<file path="config.mk">
export PLATFORM = sky130hd
export DESIGN_NAME = pe_mac_acc
export DESIGN_NICKNAME = d
export VERILOG_FILES = /design/src/rtl/pe_mac_acc.sv
export SDC_FILE = /design/constraint.sdc
export NUM_CORES = 1
export LEC_CHECK = 0
export ABC_AREA = 1
export ABC_CLOCK_PERIOD_IN_PS = 2600
export CORE_MARGIN = 1.5
export CORE_UTILIZATION = 54
export CTS_CLUSTER_SIZE = 25
export DETAILED_ROUTE_END_ITERATION = 10
export PLACE_DENSITY = 0.9
export SKIP_LAST_GASP = 1
export SLEW_MARGIN = 20
export SYNTH_ARGS = -nofsm -noshare
export SYNTH_HDL_FRONTEND = slang
export SYNTH_SLANG_ARGS = --single-unit
</file>
<file path="constraint.sdc">
create_clock -name clk -period 2.6 [get_ports clk]
set_clock_uncertainty 0.1 [all_clocks]
set_input_delay 0.52 -clock clk [delete_from_list [all_inputs] [get_ports clk]]
set_output_delay 0.52 -clock clk [all_outputs]
set_load 0.1 [all_outputs]
</file>
<file path="src/rtl/pe_mac_acc.sv">
// Systolic MAC processing element: accumulates DEPTH operand products per result,
// forwards operands east/south. Define PE_SIGNED_EN for two's complement operands.
module pe_mac_acc #(
    parameter int WIDTH = 4,
    parameter int DEPTH = 3,
    localparam int ACC_W = 2*WIDTH + $clog2(DEPTH) + 1,
    localparam int CNT_W = $clog2(DEPTH+1)
) (
    input  logic             clk,
    input  logic             rst,
    input  logic             clear,
    input  logic             in_valid,
    output logic             in_ready,
    input  logic [WIDTH-1:0] a_in,
    input  logic [WIDTH-1:0] b_in,
    output logic [WIDTH-1:0] a_out,
    output logic [WIDTH-1:0] b_out,
    output logic             fwd_valid,
    output logic             res_valid,
    input  logic             res_ready,
    output logic [ACC_W-1:0] result,
    output logic [CNT_W-1:0] beat_cnt
);

    typedef enum logic {ACC, HOLD} state_t;

    state_t state;
    state_t state_d;

    logic               accept;
    logic               last;
    logic [2*WIDTH-1:0] a_x;
    logic [2*WIDTH-1:0] b_x;
    logic [2*WIDTH-1:0] prod;
    logic               fill;
    logic [ACC_W-1:0]   prod_ext;
    logic [ACC_W-1:0]   acc;
    logic [ACC_W-1:0]   sum;

    // Operands are widened to 2*WIDTH first so the low half of the product is exact.
`ifdef PE_SIGNED_EN
    assign a_x  = {{WIDTH{a_in[WIDTH-1]}}, a_in};
    assign b_x  = {{WIDTH{b_in[WIDTH-1]}}, b_in};
    assign fill = prod[2*WIDTH-1];
`else
    assign a_x  = {{WIDTH{1'b0}}, a_in};
    assign b_x  = {{WIDTH{1'b0}}, b_in};
    assign fill = 1'b0;
`endif

    assign prod     = a_x * b_x;
    assign prod_ext = {{(ACC_W-2*WIDTH){fill}}, prod};
    assign sum      = acc + prod_ext;
    assign last     = (beat_cnt == CNT_W'(DEPTH-1));

    always_ff @(posedge clk or posedge rst) begin
        if (rst) begin
            state <= ACC;
        end else begin
            state <= state_d;
        end
    end

    always_comb begin
        state_d  = state;
        in_ready = (state == ACC) && !clear;
        accept   = in_valid && in_ready;
        if (clear) begin
            state_d = ACC;
        end else begin
            unique case (state)
                ACC: begin
                    if (accept && last) begin
                        state_d = HOLD;
                    end
                end
                HOLD: begin
                    if (res_valid && res_ready) begin
                        state_d = ACC;
                    end
                end
            endcase
        end
    end

    always_ff @(posedge clk or posedge rst) begin
        if (rst) begin
            acc       <= '0;
            beat_cnt  <= '0;
            result    <= '0;
            res_valid <= 1'b0;
            fwd_valid <= 1'b0;
            a_out     <= '0;
            b_out     <= '0;
        end else if (clear) begin
            acc       <= '0;
            beat_cnt  <= '0;
            result    <= '0;
            res_valid <= 1'b0;
            fwd_valid <= 1'b0;
        end else begin
            fwd_valid <= accept;
            if (state == HOLD && res_valid && res_ready) begin
                res_valid <= 1'b0;
            end
            if (accept) begin
                a_out <= a_in;
                b_out <= b_in;
                if (last) begin
                    result    <= sum;
                    res_valid <= 1'b1;
                    acc       <= '0;
                    beat_cnt  <= '0;
                end else begin
                    acc      <= sum;
                    beat_cnt <= beat_cnt + CNT_W'(1);
                end
            end
        end
    end

endmodule

</file>
Yosys cells after proc, flatten, opt, wreduce, memory -nomap -nowiden. Cells that the tools add are included.

Output and inout bits: 24. Register bits after elaboration: 35. Input port bits: 13.

Equality and inequality tests: 1. Add/subtract/negate cells: 2. Multiply operators: 1. Reduce and logical (&&, ||, !) cells: 11. Bitwise gates (word level): 2. Muxes and demuxes: 18.

Operator list (number): 2-to-1 mux 11 bit (6); adder 11 x 8 -> 11 bit (1); multiplier 4 x 4 -> 8 bit (1); 2-to-1 mux 1 bit (8); logical AND 1 bit (6); 2-to-1 mux 2 bit (3); AND reduction 2 bit (2); nonzero test 2 bit (2); adder 2 x 1 -> 2 bit, second input constant (1); == test 2 bit, second input constant (1); NOT 1 bit (2); one-hot mux 1 bit (2 select lines) (1); logical NOT 1 bit (1).

Longest topological paths before layout.
Depth after elaboration: 7. Depth in mapped cells: 17.

Least setup slack after synthesis. Ideal clock, no wire load.

Path type: input to register. Start point: input port a_in[0]. End point: register result[5]. Cell stages on the path: 11. Path buffers: 0. Data arrival time: 2.990 ns. Setup slack: -0.619 ns. Library setup time: 0.129 ns. Path through: nand2_1 > fa_1 > fa_1 > fa_1 > inv_1 > ha_1 > nand2_1 > nand3_1 > nand2_1 > xor2_1 > o21ai_0.

Cells in the longest elaborated chain, start to end: 5.

Ends and longest elaborated chain: start, declared (RTL line 14) `input logic [WIDTH-1:0] a_in,`; multiplier 4 x 4 -> 8 bit (RTL line 51) `assign prod = a_x * b_x;`; adder 11 x 8 -> 11 bit (RTL line 53) `assign sum = acc + prod_ext;`; 2-to-1 mux 11 bit (RTL line 109) `if (last) begin`; 2-to-1 mux 11 bit (RTL line 106) `if (accept) begin`; 2-to-1 mux 11 bit (RTL line 95) `end else if (clear) begin`; end signal, assigned (RTL line 110) `result <= sum;`; end, declared (RTL line 21) `output logic [ACC_W-1:0] result,`.

Every way passes these cells. The select of a mux whose other input is x is not followed. A chain may end at the register's enable or synchronous reset.

Worst setup path in the final report.
Start point: input port b_in[1]. End point: register result[7].

Cells in the longest elaborated chain, start to end: 5.

Ends and longest elaborated chain: start, declared (RTL line 15) `input logic [WIDTH-1:0] b_in,`; multiplier 4 x 4 -> 8 bit (RTL line 51); adder 11 x 8 -> 11 bit (RTL line 53); 2-to-1 mux 11 bit (RTL line 109); 2-to-1 mux 11 bit (RTL line 106); 2-to-1 mux 11 bit (RTL line 95).

Every way passes these cells. The select of a mux whose other input is x is not followed.

==> run summary <==
Power Density: 886.8 nW/um^2
Cell repeated most along the worst path: nand2_1
Sequential Area: 875.8 um^2
Drt drc: 0
Most common cell after layout, fill and taps aside: nand2_1
Async SR Flop Fraction: 100.0%
Post-synth cell types: 31
Worst-Margin Slew: 0.4558 ns
Avg Inst Size Synth: 8.317 um^2
Commonest non-fill, non-tap cells in the layout: nand2_1 (79), buf_4 (40), inv_1 (38)
Final setup vio count: 16
Area growth syn-to-layout: 40.15%
Congestion Overflow GR: 0
Antenna Cells: 0
Post-synth net total: 315
Critical-path maximum fanout: 5
WP data arrival: 3.25 ns
Worst path buffer plus inverter count: 2
Starting Density: 56.77%
Iteration-0 DRC Markers: 189
Layout Utilization: 79.57%
Die area: 4635 um^2
Number of global-route vias before repair: 2021
Filler cells: 241
Seq/Total Area, Yosys: 38.29%
Minimum clock period: 3.151 ns
Multi-input logic area: 1465 um^2
CTS tree: yes
Gp weighted congestion: 0.8735
Worst Setup Slack, final: -0.5508 ns
Crit path max-delay family: adder cells
WHS: 0.3687 ns
HP Class: input pin to register
Largest net degree at the start of global routing: 36
Worst Path Required: 2.70 ns
RSZ-0062 raised after global routing: true
Num CTS Buffers: 5
Post-Route WL: 6613 um
Nature of the critical path endpoint: register
Worst rel slew slack: 69.61%
FP Rows: 23
Max Root-Sink Buffers: 2
Synth warn: 0
Drt via density: 5.550
Detail Route Antenna Nets: 0
Status: finished, violations left
Number of max-cap violations: 0
Gr usage total: 27.00%
Initial antenna violation count: 0
Root buf cell: clkbuf_8
# H-tree levels: 2
Total clock sinks: 35
Core ar.: 4029 um^2
Max incr delay on CP: 0.55 ns
First-pass GRT wire length: 9052 um
Worst-path clk slew: 0.08 ns
Main synth FF type: dfrtp_1
Chip height: 68.08 um
Cell breakdown of the critical path: buf_8, nand2_8, fa_1, fa_1, fa_1, inv_2, ha_4, nand2_1, nand3_2, nand4_1, nand2_1, nand2_1, nand3_1, nand2_1
Crit-path slowest cell: fa_1
Per-cell routed wire length: 17.09 um
Die X: 68.08 um
Worst VDD drop: 680.6 uV
Netlist Area Pre-Place: 2287 um^2
DRT Pass-1 Iters: 5
Max Freq: 317.4 MHz
Crit start category: input pin
Crit share post-route: 121.2%
DR vias: 2148
Hold Fails Final Rpt: 0
Slew Viols, Final: 0
Post-DP HPWL: 3953 um
Share of cells above drive strength 1: 36.20%
Failing checks: negative setup slack
Leak Pwr: 1.786 nW
WS Path Type: input pin to register
Number of synthesized flops with an enable pin: 0
Fin nets: 376
Syn Inst Count: 275
Hold buffers post-CTS: 0
FF+latch count, synth: 35
IO buf count: 36
Worst-skew pair later-pin latency: 0.30 ns
IO Pins: 37
-- worst paths after layout --
| check | startpoint | end | slack (ns) | cells past startpoint |
|---|---|---|---|---|
| worst max-delay path | b_in[1] | result[7] | -0.55 | 14 |
| min in group asynchronous | rst | result[5] | 0.57 | 3 |
| worst min register to register | b_out[0] | b_out[0] | 0.39 | 2 |
| max in group asynchronous | rst | acc[8] | 1.51 | 3 |
| worst min-delay path | b_in[3] | b_out[3] | 0.37 | 3 |
| worst max register to register | acc[1] | result[7] | 0.28 | 9 |
-- synth_stat cells, types with 2 or more instances --
| master | n | area share, % |
|---|---|---|
| o21ai_1 | 5 | 1.1 |
| fa_1 | 9 | 7.9 |
| nand4_1 | 2 | 0.55 |
| nor2_4 | 2 | 0.98 |
| nand2_4 | 2 | 0.98 |
| o21ai_2 | 3 | 1.1 |
| inv_4 | 2 | 0.55 |
| a21oi_1 | 7 | 1.5 |
| dfrtp_1 | 35 | 38 |
| nand2_2 | 2 | 0.55 |
| nand3_1 | 17 | 3.7 |
| nand3b_1 | 3 | 0.98 |
| o21a_1 | 2 | 0.66 |
| inv_1 | 45 | 7.4 |
| o22ai_2 | 3 | 1.6 |
| o21ai_0 | 3 | 0.66 |
| inv_2 | 2 | 0.33 |
| ha_1 | 18 | 9.8 |
| xor2_1 | 2 | 0.77 |
| nand2_1 | 95 | 16 |
| nor2_1 | 6 | 0.98 |
-- worst reg2reg max path, delay by kind of cell, from the launching register on --
kind,cells,cell delay [ns]
adders and majority gates,3,0.99
DFF,1,0.41
and+or+nand+nor,6,0.72
-- sequential cells by signal, summed over array words and instances (netlist names) --
name	cells
acc	11
result	11
a_out	4
b_out	4
beat_cnt	2
fwd_valid	1
res_valid	1
state	1
-- routing by layer --
layer	vias to the layer above	track usage, %	share of wire, %
met5	-	0	0
met4	0	7.750	3.6
met3	26	6.086	7.4
met2	118	47.09	51
met1	1024	33.48	38
li1	980	-	-
-- report_power, final --
group | switching [mW] | internal (mW)
clock | 0.221 | 0.285
sequential | 0.0554 | 0.623
combinational | 1.06 | 0.596
total | 1.34 | 1.51
-- per-stage QoR --
| stage | power [mW] | setup WS [ns] | TNS, ns | instances | area (um^2) |
|---|---|---|---|---|---|
| 2_1_floorplan | 1.588 | -0.4167 | -5.895 | 275 | 2341 |
| 3_3_place_gp | 1.878 | -1.178 | -19.94 | 377 | 2835 |
| 3_5_place_dp | 1.917 | -1.246 | -20.58 | 377 | 2835 |
| 4_1_cts | 2.572 | -0.4645 | -5.788 | 386 | 3029 |
| 5_1_grt | 2.957 | -0.5733 | -7.533 | 387 | 3206 |
| 6_report | 2.843 | -0.5508 | -6.615 | 387 | 3206 |
-- logic make-up after synthesis --
kind of cell             count (synthesis)  share of synthesized area, %
adder cells (fa/ha/maj)                 27                         17.72
AO/OA/AOI/OAI                           27                         8.042
buffers and inverters                   53                         9.573
flip-flops                              35                         38.29
AND/OR/NAND/NOR                        130                         25.22
XOR/XNOR                                 3                         1.149
-- final cells by class --
cell class / count / area share [%]
multi-input combinational: 187 / 45.71
sequential: 35 / 27.32
timing repair buffer: 56 / 15.11
inverter: 51 / 6.401
clock buffer: 5 / 2.147
tap: 50 / 1.952
clock inverter: 3 / 1.366
-- what timing repair did --
item                       CTS  global route
setup endpoints to repair   18            18
pin swaps                   23            31
setup buffers                1             1
gates resized for setup     51            39
(Power assumes the default switching activity.)
